### config.mk
export PLATFORM = sky130hd
export DESIGN_NAME = uart_tx
export DESIGN_NICKNAME = d
export VERILOG_FILES = /design/src/rtl/uart_pkg.sv /design/src/rtl/uart_baud_edge.sv /design/src/rtl/uart_tx.sv
export SDC_FILE = /design/constraint.sdc
export NUM_CORES = 1
export LEC_CHECK = 0
export ABC_AREA = 1
export CAP_MARGIN = 5
export CORE_ASPECT_RATIO = 1.25
export CORE_MARGIN = 4
export CORE_UTILIZATION = 35
export CTS_BUF_LIST = sky130_fd_sc_hd__clkbuf_4
export DETAILED_ROUTE_END_ITERATION = 7
export DONT_BUFFER_PORTS = 1
export PLACE_DENSITY = 0.52
export SKIP_CTS_REPAIR_TIMING = 1
export SYNTH_ARGS = -nofsm -noshare
export SYNTH_HDL_FRONTEND = slang
export SYNTH_SLANG_ARGS = --single-unit
export TNS_END_PERCENT = 5
### constraint.sdc
create_clock -name clk -period 1.4 [get_ports clk]
set_input_delay 0.21 -clock clk [delete_from_list [all_inputs] [get_ports clk]]
set_output_delay 0.21 -clock clk [all_outputs]
set_load 0.02 [all_outputs]
### src/rtl/uart_pkg.sv
// Shared types and constants for the UART transmitter.
// UART_TX_PARITY_EN adds the PARITY state to the FSM encoding.
package uart_pkg;

  localparam int   DATA_BITS_DEFAULT = 8;
  localparam logic IDLE_LEVEL        = 1'b1;
  localparam logic START_LEVEL       = 1'b0;
  localparam logic STOP_LEVEL        = 1'b1;

  typedef enum logic [2:0] {
    ST_IDLE   = 3'd0,
    ST_START  = 3'd1,
    ST_DATA   = 3'd2,
`ifdef UART_TX_PARITY_EN
    ST_PARITY = 3'd3,
`endif
    ST_STOP   = 3'd4
  } tx_state_e;

endpackage

### src/rtl/uart_baud_edge.sv
// Registers the divider's baud_clk into the clk domain and emits a one-clk tick
// per rising edge. Both flops reset high so a level already high at release is not an edge.
module uart_baud_edge (
  input  logic clk_i,
  input  logic reset_i,
  input  logic baud_clk_i,
  output logic tick_o
);

  logic bq1_q;
  logic bq2_q;

  always_ff @(posedge clk_i) begin
    if (reset_i) begin
      bq1_q <= 1'b1;
      bq2_q <= 1'b1;
    end else begin
      bq1_q <= baud_clk_i;
      bq2_q <= bq1_q;
    end
  end

  assign tick_o = bq1_q & ~bq2_q;

endmodule

### src/rtl/uart_tx.sv
// UART transmitter: one-entry holding register feeding a tick-paced frame FSM.
// Define UART_TX_PARITY_EN to insert an even-parity bit before the stop bit.
module uart_tx
  import uart_pkg::*;
#(
  parameter int DATA_BITS = DATA_BITS_DEFAULT
) (
  input  logic                 clk,
  input  logic                 reset,
  input  logic                 baud_clk,
  input  logic [DATA_BITS-1:0] tx_data,
  input  logic                 tx_valid,
  output logic                 tx_ready,
  output logic                 txd,
  output logic                 busy
);

  localparam logic [2:0] LAST_BIT = 3'(DATA_BITS - 1);

  tx_state_e            state_q, state_d;
  logic                 txd_q, txd_d;
  logic [DATA_BITS-1:0] shift_q, shift_d;
  logic [DATA_BITS-1:0] hold_q, hold_d;
  logic                 hold_full_q, hold_full_d;
  logic [2:0]           cnt_q, cnt_d;
`ifdef UART_TX_PARITY_EN
  logic                 parity_q, parity_d;
`endif
  logic                 tick;
  logic                 accept;
  logic                 load;

  uart_baud_edge u_baud_edge (
    .clk_i      (clk),
    .reset_i    (reset),
    .baud_clk_i (baud_clk),
    .tick_o     (tick)
  );

  // Handshake: a word moves into hold on any clk edge where tx_valid & tx_ready.
  assign accept = tx_valid & ~hold_full_q;
  assign load   = tick & hold_full_q & ((state_q == ST_IDLE) | (state_q == ST_STOP));

  always_ff @(posedge clk) begin
    if (reset) begin
      state_q     <= ST_IDLE;
      txd_q       <= IDLE_LEVEL;
      shift_q     <= '0;
      hold_q      <= '0;
      hold_full_q <= 1'b0;
      cnt_q       <= 3'd0;
`ifdef UART_TX_PARITY_EN
      parity_q    <= 1'b0;
`endif
    end else begin
      state_q     <= state_d;
      txd_q       <= txd_d;
      shift_q     <= shift_d;
      hold_q      <= hold_d;
      hold_full_q <= hold_full_d;
      cnt_q       <= cnt_d;
`ifdef UART_TX_PARITY_EN
      parity_q    <= parity_d;
`endif
    end
  end

  always_comb begin
    state_d = state_q;
    if (tick) begin
      case (state_q)
        ST_IDLE:   if (hold_full_q) state_d = ST_START;
        ST_START:  state_d = ST_DATA;
`ifdef UART_TX_PARITY_EN
        ST_DATA:   if (cnt_q == LAST_BIT) state_d = ST_PARITY;
        ST_PARITY: state_d = ST_STOP;
`else
        ST_DATA:   if (cnt_q == LAST_BIT) state_d = ST_STOP;
`endif
        ST_STOP:   state_d = hold_full_q ? ST_START : ST_IDLE;
        default:   state_d = ST_IDLE;
      endcase
    end
  end

  // txd_d is the level for the bit period that begins at the coming tick edge.
  always_comb begin
    txd_d       = txd_q;
    shift_d     = shift_q;
    hold_d      = hold_q;
    hold_full_d = hold_full_q;
    cnt_d       = cnt_q;
`ifdef UART_TX_PARITY_EN
    parity_d    = parity_q;
`endif
    if (accept) begin
      hold_d      = tx_data;
      hold_full_d = 1'b1;
    end
    if (load) begin
      shift_d     = hold_q;
      hold_full_d = 1'b0;
      txd_d       = START_LEVEL;
      cnt_d       = 3'd0;
`ifdef UART_TX_PARITY_EN
      parity_d    = ^hold_q;
`endif
    end else if (tick) begin
      case (state_q)
        ST_START: begin
          txd_d   = shift_q[0];
          shift_d = shift_q >> 1;
          cnt_d   = 3'd0;
        end
        ST_DATA: begin
          if (cnt_q == LAST_BIT) begin
`ifdef UART_TX_PARITY_EN
            txd_d = parity_q;
`else
            txd_d = STOP_LEVEL;
`endif
          end else begin
            txd_d   = shift_q[0];
            shift_d = shift_q >> 1;
            cnt_d   = cnt_q + 3'd1;
          end
        end
`ifdef UART_TX_PARITY_EN
        ST_PARITY: txd_d = STOP_LEVEL;
`endif
        ST_STOP:   txd_d = IDLE_LEVEL;
        default:   txd_d = txd_q;
      endcase
    end
  end

  assign tx_ready = ~hold_full_q;
  assign txd      = txd_q;
  assign busy     = (state_q != ST_IDLE) | hold_full_q;

endmodule
==> out/qor.yml, run 1 <==
placed_design:
  gp_congestion: 0.786
  port_buffers: 0
  dp_hpwl_mm: 1.85
power_and_ir_drop:
  p_per_area_nw_per_um2: 868
  irDropWorstVdd_mv: 0.433
  p_leak_nw: 0.638
route:
  wl_per_cell_microns: 12.0
  drcViolationCount: 0
  detailroute.via_count: 1157
  vias_per_cell: 4.97
  drt_iter0_markers: 40
  drt-total-wl_mm: 2.80
  ant_nets: 0
  dr.pass1.iters: 4
job:
  maxCapViolations: 0
run_status:
  status: "finished clean"
worst_setup_path:
  crit_path_max_fanout: 5
  crit_path_top_delay_cell: "dfxtp_2"
  worstSetupEndpointType: "output pin"
  setup.worst_path.start_class: "flop"
  cpLargestDelayFamily: "flip-flops"
  required_ns: 1.19
  reg2reg_slack_ns: 0.06
  critPathBufInv: 1
  arrival_ns: 1.15
  slowest_delay_ns: 0.39
  critical_path.cell_chain: "nor2_4 -> nand3_2 -> buf_4"
  crit_type: "reg2out"
yosys:
  ys_warn_count: 0
  ys_seq_area_share_pct: 41.6
  yosys-top-cells-area: "dfxtp_1 42%, nand2_1 14%, nor2_1 11%"
  synth_top_area_cell: "dfxtp_1"
  synth_seq_cells: 26
  synth_top_cell_area_share_pct: 41.6
  synth.net_count: 195
  yosysUniqueCellTypes: 21
  synthesis.instances: 181
  avgSynthCellArea_sq_um: 6.91
  syn_area_sq_um: 1250
sta:
  rsz0062_at_grt: "yes"
  slew_headroom_pct: 80.2
  finalHoldViolCount: 0
  fin_skew_ns: 0.00578
  report.final.slew_viol_count: 0
  setup_viol: 0
  fmax_mhz: 735
  worst_pin_slew_ns: 0.295
  fin_crit_sh_pct: 97.2
  period_minus_slack_ns: 1.36
  finalSetupTns_ns: 0
clock_tree:
  numCtsBuffers: 3
  cts_tree: "done"
  path_clk_slew_ns: 0.14
  htree_levels: 1
  cts_sinks: 26
  cts_max_path_buffers: 2
  clk_latency_ns: 0.32
  clock-root-buffer: "clkbuf_4"
global_routing:
  groute.usage.overall_pct: 12.4
  grt_max_degree: 16
  grt_pass1_wl_mm: 4.30
  overflow: 0
  grt_pass1_vias: 1019
  grt_antenna_before_repair: 0
finish:
  final_cell_mix: "48 x nand2_1, 37 x nor2_1, 21 x dfxtp_1"
  drive_above_1_share_pct: 19.1
  fillers: 360
  final_core_util_pct: 41.9
  multiInputGateArea_sq_um: 668
  num_antenna_cells: 0
  syn2layout_area_growth_pct: 15.8
  regArea_sq_um: 527
  layout.nets: 209
  layout_commonest_cell: "nand2_1"
floorplan:
  die_y_microns: 74.8
  initial_utilization_pct: 36.2
  die-area_sq_um: 4600
  boundaryPins: 15
  core_sq_um: 3450
  die_x_microns: 61.5
  row_count: 24
min_path:
  hp-class: "in2reg"
==> layout make-up <==
type / instances / area share (%)
multi-input combinational: 132 / 46.2
sequential: 26 / 36.4
timing repair buffer: 14 / 7.61
inverter: 18 / 4.67
tap: 39 / 3.37
clock buffer: 3 / 1.56
clock inverter: 1 / 0.259
==> cells by family after synthesis <==
family | Yosys count | synth area share [%]
AND/OR/NAND/NOR | 112 | 40.1
flip-flops | 26 | 41.6
buffers and inverters | 24 | 9.41
AO/OA/AOI/OAI | 17 | 6.81
adder cells (fa/ha/maj) | 2 | 2.00
==> synthesized netlist by cell type <==
master and count:
o21ai_0 9, buf_6 3, nand4_1 9, nor2_4 2, nand3_4 1, nand3_2 2
nand3_1 9, clkbuf_1 1, buf_4 1, ha_1 2, nor3_1 1, nor2_1 38
inv_1 16, nor2_2 1, nand2_1 48, inv_2 1, a21oi_1 8, dfxtp_1 26
clkinv_1 1, or2_2 1, buf_2 1
==> state kept, by name, indices dropped and copies added, names as in the netlist <==
| register | cells |
|---|---|
| hold_q | 8 |
| cnt_q | 3 |
| u_baud_edge.bq2_q | 1 |
| u_baud_edge.bq1_q | 1 |
| hold_full_q | 1 |
| txd | 1 |
| shift_q | 8 |
| state_q | 3 |
==> metrics by stage <==
stage | std cells | area (sq um) | power, W | hold slack (ns) | setup slack (ns)
global route | 233 | 1450 | 0.00133 | 0.0107 | -0.0430
detailed placement | 221 | 1300 | 0.000932 | 0.283 | -0.00129
finish | 233 | 1450 | 0.00126 | 0.0174 | 0.0389
CTS | 225 | 1330 | 0.00125 | -0.0745 | -0.129
global placement | 221 | 1300 | 0.000930 | 0.282 | 0.0322
floorplan | 181 | 1250 | 0.000898 | 0.279 | 0.0933
==> layer usage <==
layer	global-route usage (%)	vias to the layer above	wire [microns]	share of wire [%]
met5	0	-	0	0
met4	4.25	0	21	0.75
met3	2.57	2	153	5.5
met2	20.1	31	1340	48
met1	16.1	521	1280	46
li1	-	603	-	-
==> where the power goes <==
group	switching, W	internal (W)
Sequential	0.0000209	0.000771
Combinational	0.0000881	0.0000559
Clock	0.000217	0.000104
Total	0.000326	0.000931
==> path summary, 6_finish.rpt <==
kind / cells after the start / end / start
setup / recovery: 3 / busy / state_q[0]
hold / removal: 2 / hold_q[5] / tx_data[5]
setup reg to reg: 8 / state_q[0] / state_q[0]
hold reg to reg: 2 / u_baud_edge.bq2_q / u_baud_edge.bq1_q
Note: power is estimated with default switching activity, not from simulation.
==> run 2, diff against run 1 <==
CAP_MARGIN = 20   (was 5)
==> results of run 2 <==
Final layout, timing and power as in run 1 (identical DEF).
==> run 3, diff against run 2 <==
--- a/config.mk
+++ b/config.mk
@@ -7,5 +7,5 @@
 export LEC_CHECK = 0
 export ABC_AREA = 1
-export CAP_MARGIN = 20
+export CAP_MARGIN = 5
 export CORE_ASPECT_RATIO = 1.25
 export CORE_MARGIN = 4
==> constraint.sdc (replaced) <==
create_clock -name clk -period 1.4 [get_ports clk]
set_input_delay 0.42 -clock clk [delete_from_list [all_inputs] [get_ports clk]]
set_output_delay 0.42 -clock clk [all_outputs]
set_load 0.02 [all_outputs]
==> out/qor.yml, run 3 (same netlist as run 1, synthesis figures left out) <==
floorplan:
  core_sq_um: 3450
  initial_utilization_pct: 36.2
  row_count: 24
  boundaryPins: 15
  die_y_microns: 74.8
  die_x_microns: 61.5
  die-area_sq_um: 4600
placed_design:
  dp_hpwl_mm: 1.86
  port_buffers: 0
  gp_congestion: 0.828
  dp_slack_ns: -0.0186
finish:
  layout.nets: 203
  layout_commonest_cell: "nand2_1"
  final_cell_mix: "47 x nand2_1, 38 x nor2_1, 22 x dfxtp_1"
  num_antenna_cells: 0
  top_regs: "hold_q x8, shift_q x8"
  drive_above_1_share_pct: 16.5
  syn2layout_area_growth_pct: 10.2
clock_tree:
  numCtsBuffers: 3
  cts_tree: "done"
  clk_latency_ns: 0.33
  cts_sinks: 26
  cts_max_path_buffers: 2
  path_clk_slew_ns: 0.14
  htree_levels: 1
  clock-root-buffer: "clkbuf_4"
worst_setup_path:
  critPathLaunch: "state_q[0]"
  r2r_cells: 10
  critical_path_depth: 2
  crit_path_end: "busy"
  critical_path.cell_chain: "nor2_4 -> nand3_4"
  cpLargestDelayFamily: "flip-flops"
  worstSetupEndpointType: "output pin"
  slowest_delay_ns: 0.38
  setup.worst_path.start_class: "flop"
  reg2reg_to: "shift_q[3]"
  arrival_ns: 1.01
  required_ns: 0.98
  reg2reg_slack_ns: 0.05
  critPathBufInv: 0
  regToRegStartpoint: "state_q[0]"
  crit_path_max_fanout: 5
  crit_path_top_delay_cell: "dfxtp_2"
  crit_type: "reg2out"
global_routing:
  grt_pass1_vias: 1109
  grt_max_degree: 15
  grt_pass1_wl_mm: 4.60
  groute.usage.overall_pct: 13.3
  grt_antenna_before_repair: 0
  overflow: 0
route:
  dr.pass1.iters: 4
  drt-total-wl_mm: 2.54
  drt_iter0_markers: 33
  vias_per_cell: 4.87
  wl_per_cell_microns: 11.2
  detailroute.via_count: 1106
  ant_nets: 0
  drcViolationCount: 0
run_status:
  failed_checks: "negative setup slack"
  status: "finished with violations"
sta:
  finalSetupTns_ns: -0.0326
  finalWorstSetupSlack_ns: -0.0326
  fmax_mhz: 698
  finalHoldViolCount: 0
  rsz0062_at_grt: "yes"
  fin_crit_sh_pct: 102
  setup_viol: 1
  fin_skew_ns: 0.00539
  slew_headroom_pct: 77.6
  period_minus_slack_ns: 1.43
  report.final.slew_viol_count: 0
  worst_pin_slew_ns: 0.336
job:
  maxCapViolations: 0
power_and_ir_drop:
  irDropWorstVdd_mv: 0.735
  p_per_area_nw_per_um2: 909
  p_leak_nw: 0.598
  power.total_w: 0.00125
min_path:
  hp-class: "in2reg"
## run 3: layout make-up
class,instances,area (sq um)
well taps,39,48.8
clock inverters,1,3.75
flip-flops and latches,26,526
multi-input cells,131,642
clock buffers,3,22.5
repair buffers,9,67.6
inverters,18,67.6
fillers,356,2080
## run 3: worst min-delay path by stage
stage / from / end / slack (ns) / cells after the start
detailed placement: u_baud_edge.bq1_q / u_baud_edge.bq2_q / 0.45 / 2
global placement: u_baud_edge.bq1_q / u_baud_edge.bq2_q / 0.45 / 2
floorplan: u_baud_edge.bq1_q / u_baud_edge.bq2_q / 0.43 / 2
CTS: reset / state_q[1] / 0.12 / 1
finish: reset / state_q[1] / 0.13 / 1
global route: reset / state_q[1] / 0.10 / 1
## run 3: where the power goes
part	internal [W]	switching, W
clock	0.000105	0.000227
combinational	0.0000479	0.0000842
sequential	0.000771	0.0000176
## run 3: metrics by stage
stage	util, %	instance area [sq um]	std cells	hold WS [ns]
final	39.9	1380	227	0.127
after global routing	39.9	1380	227	0.101
after CTS	38.4	1330	225	0.119
after detailed placement	37.7	1300	221	0.454
after global placement	37.7	1300	221	0.451
after floorplan	-	1250	181	0.431
## run 3: layer usage
layer / global-route usage [%] / routed length, microns
met5: 0 / 0
met4: 6.37 / 57
met3: 3.09 / 155
met2: 21.1 / 1120
met1: 16.8 / 1200
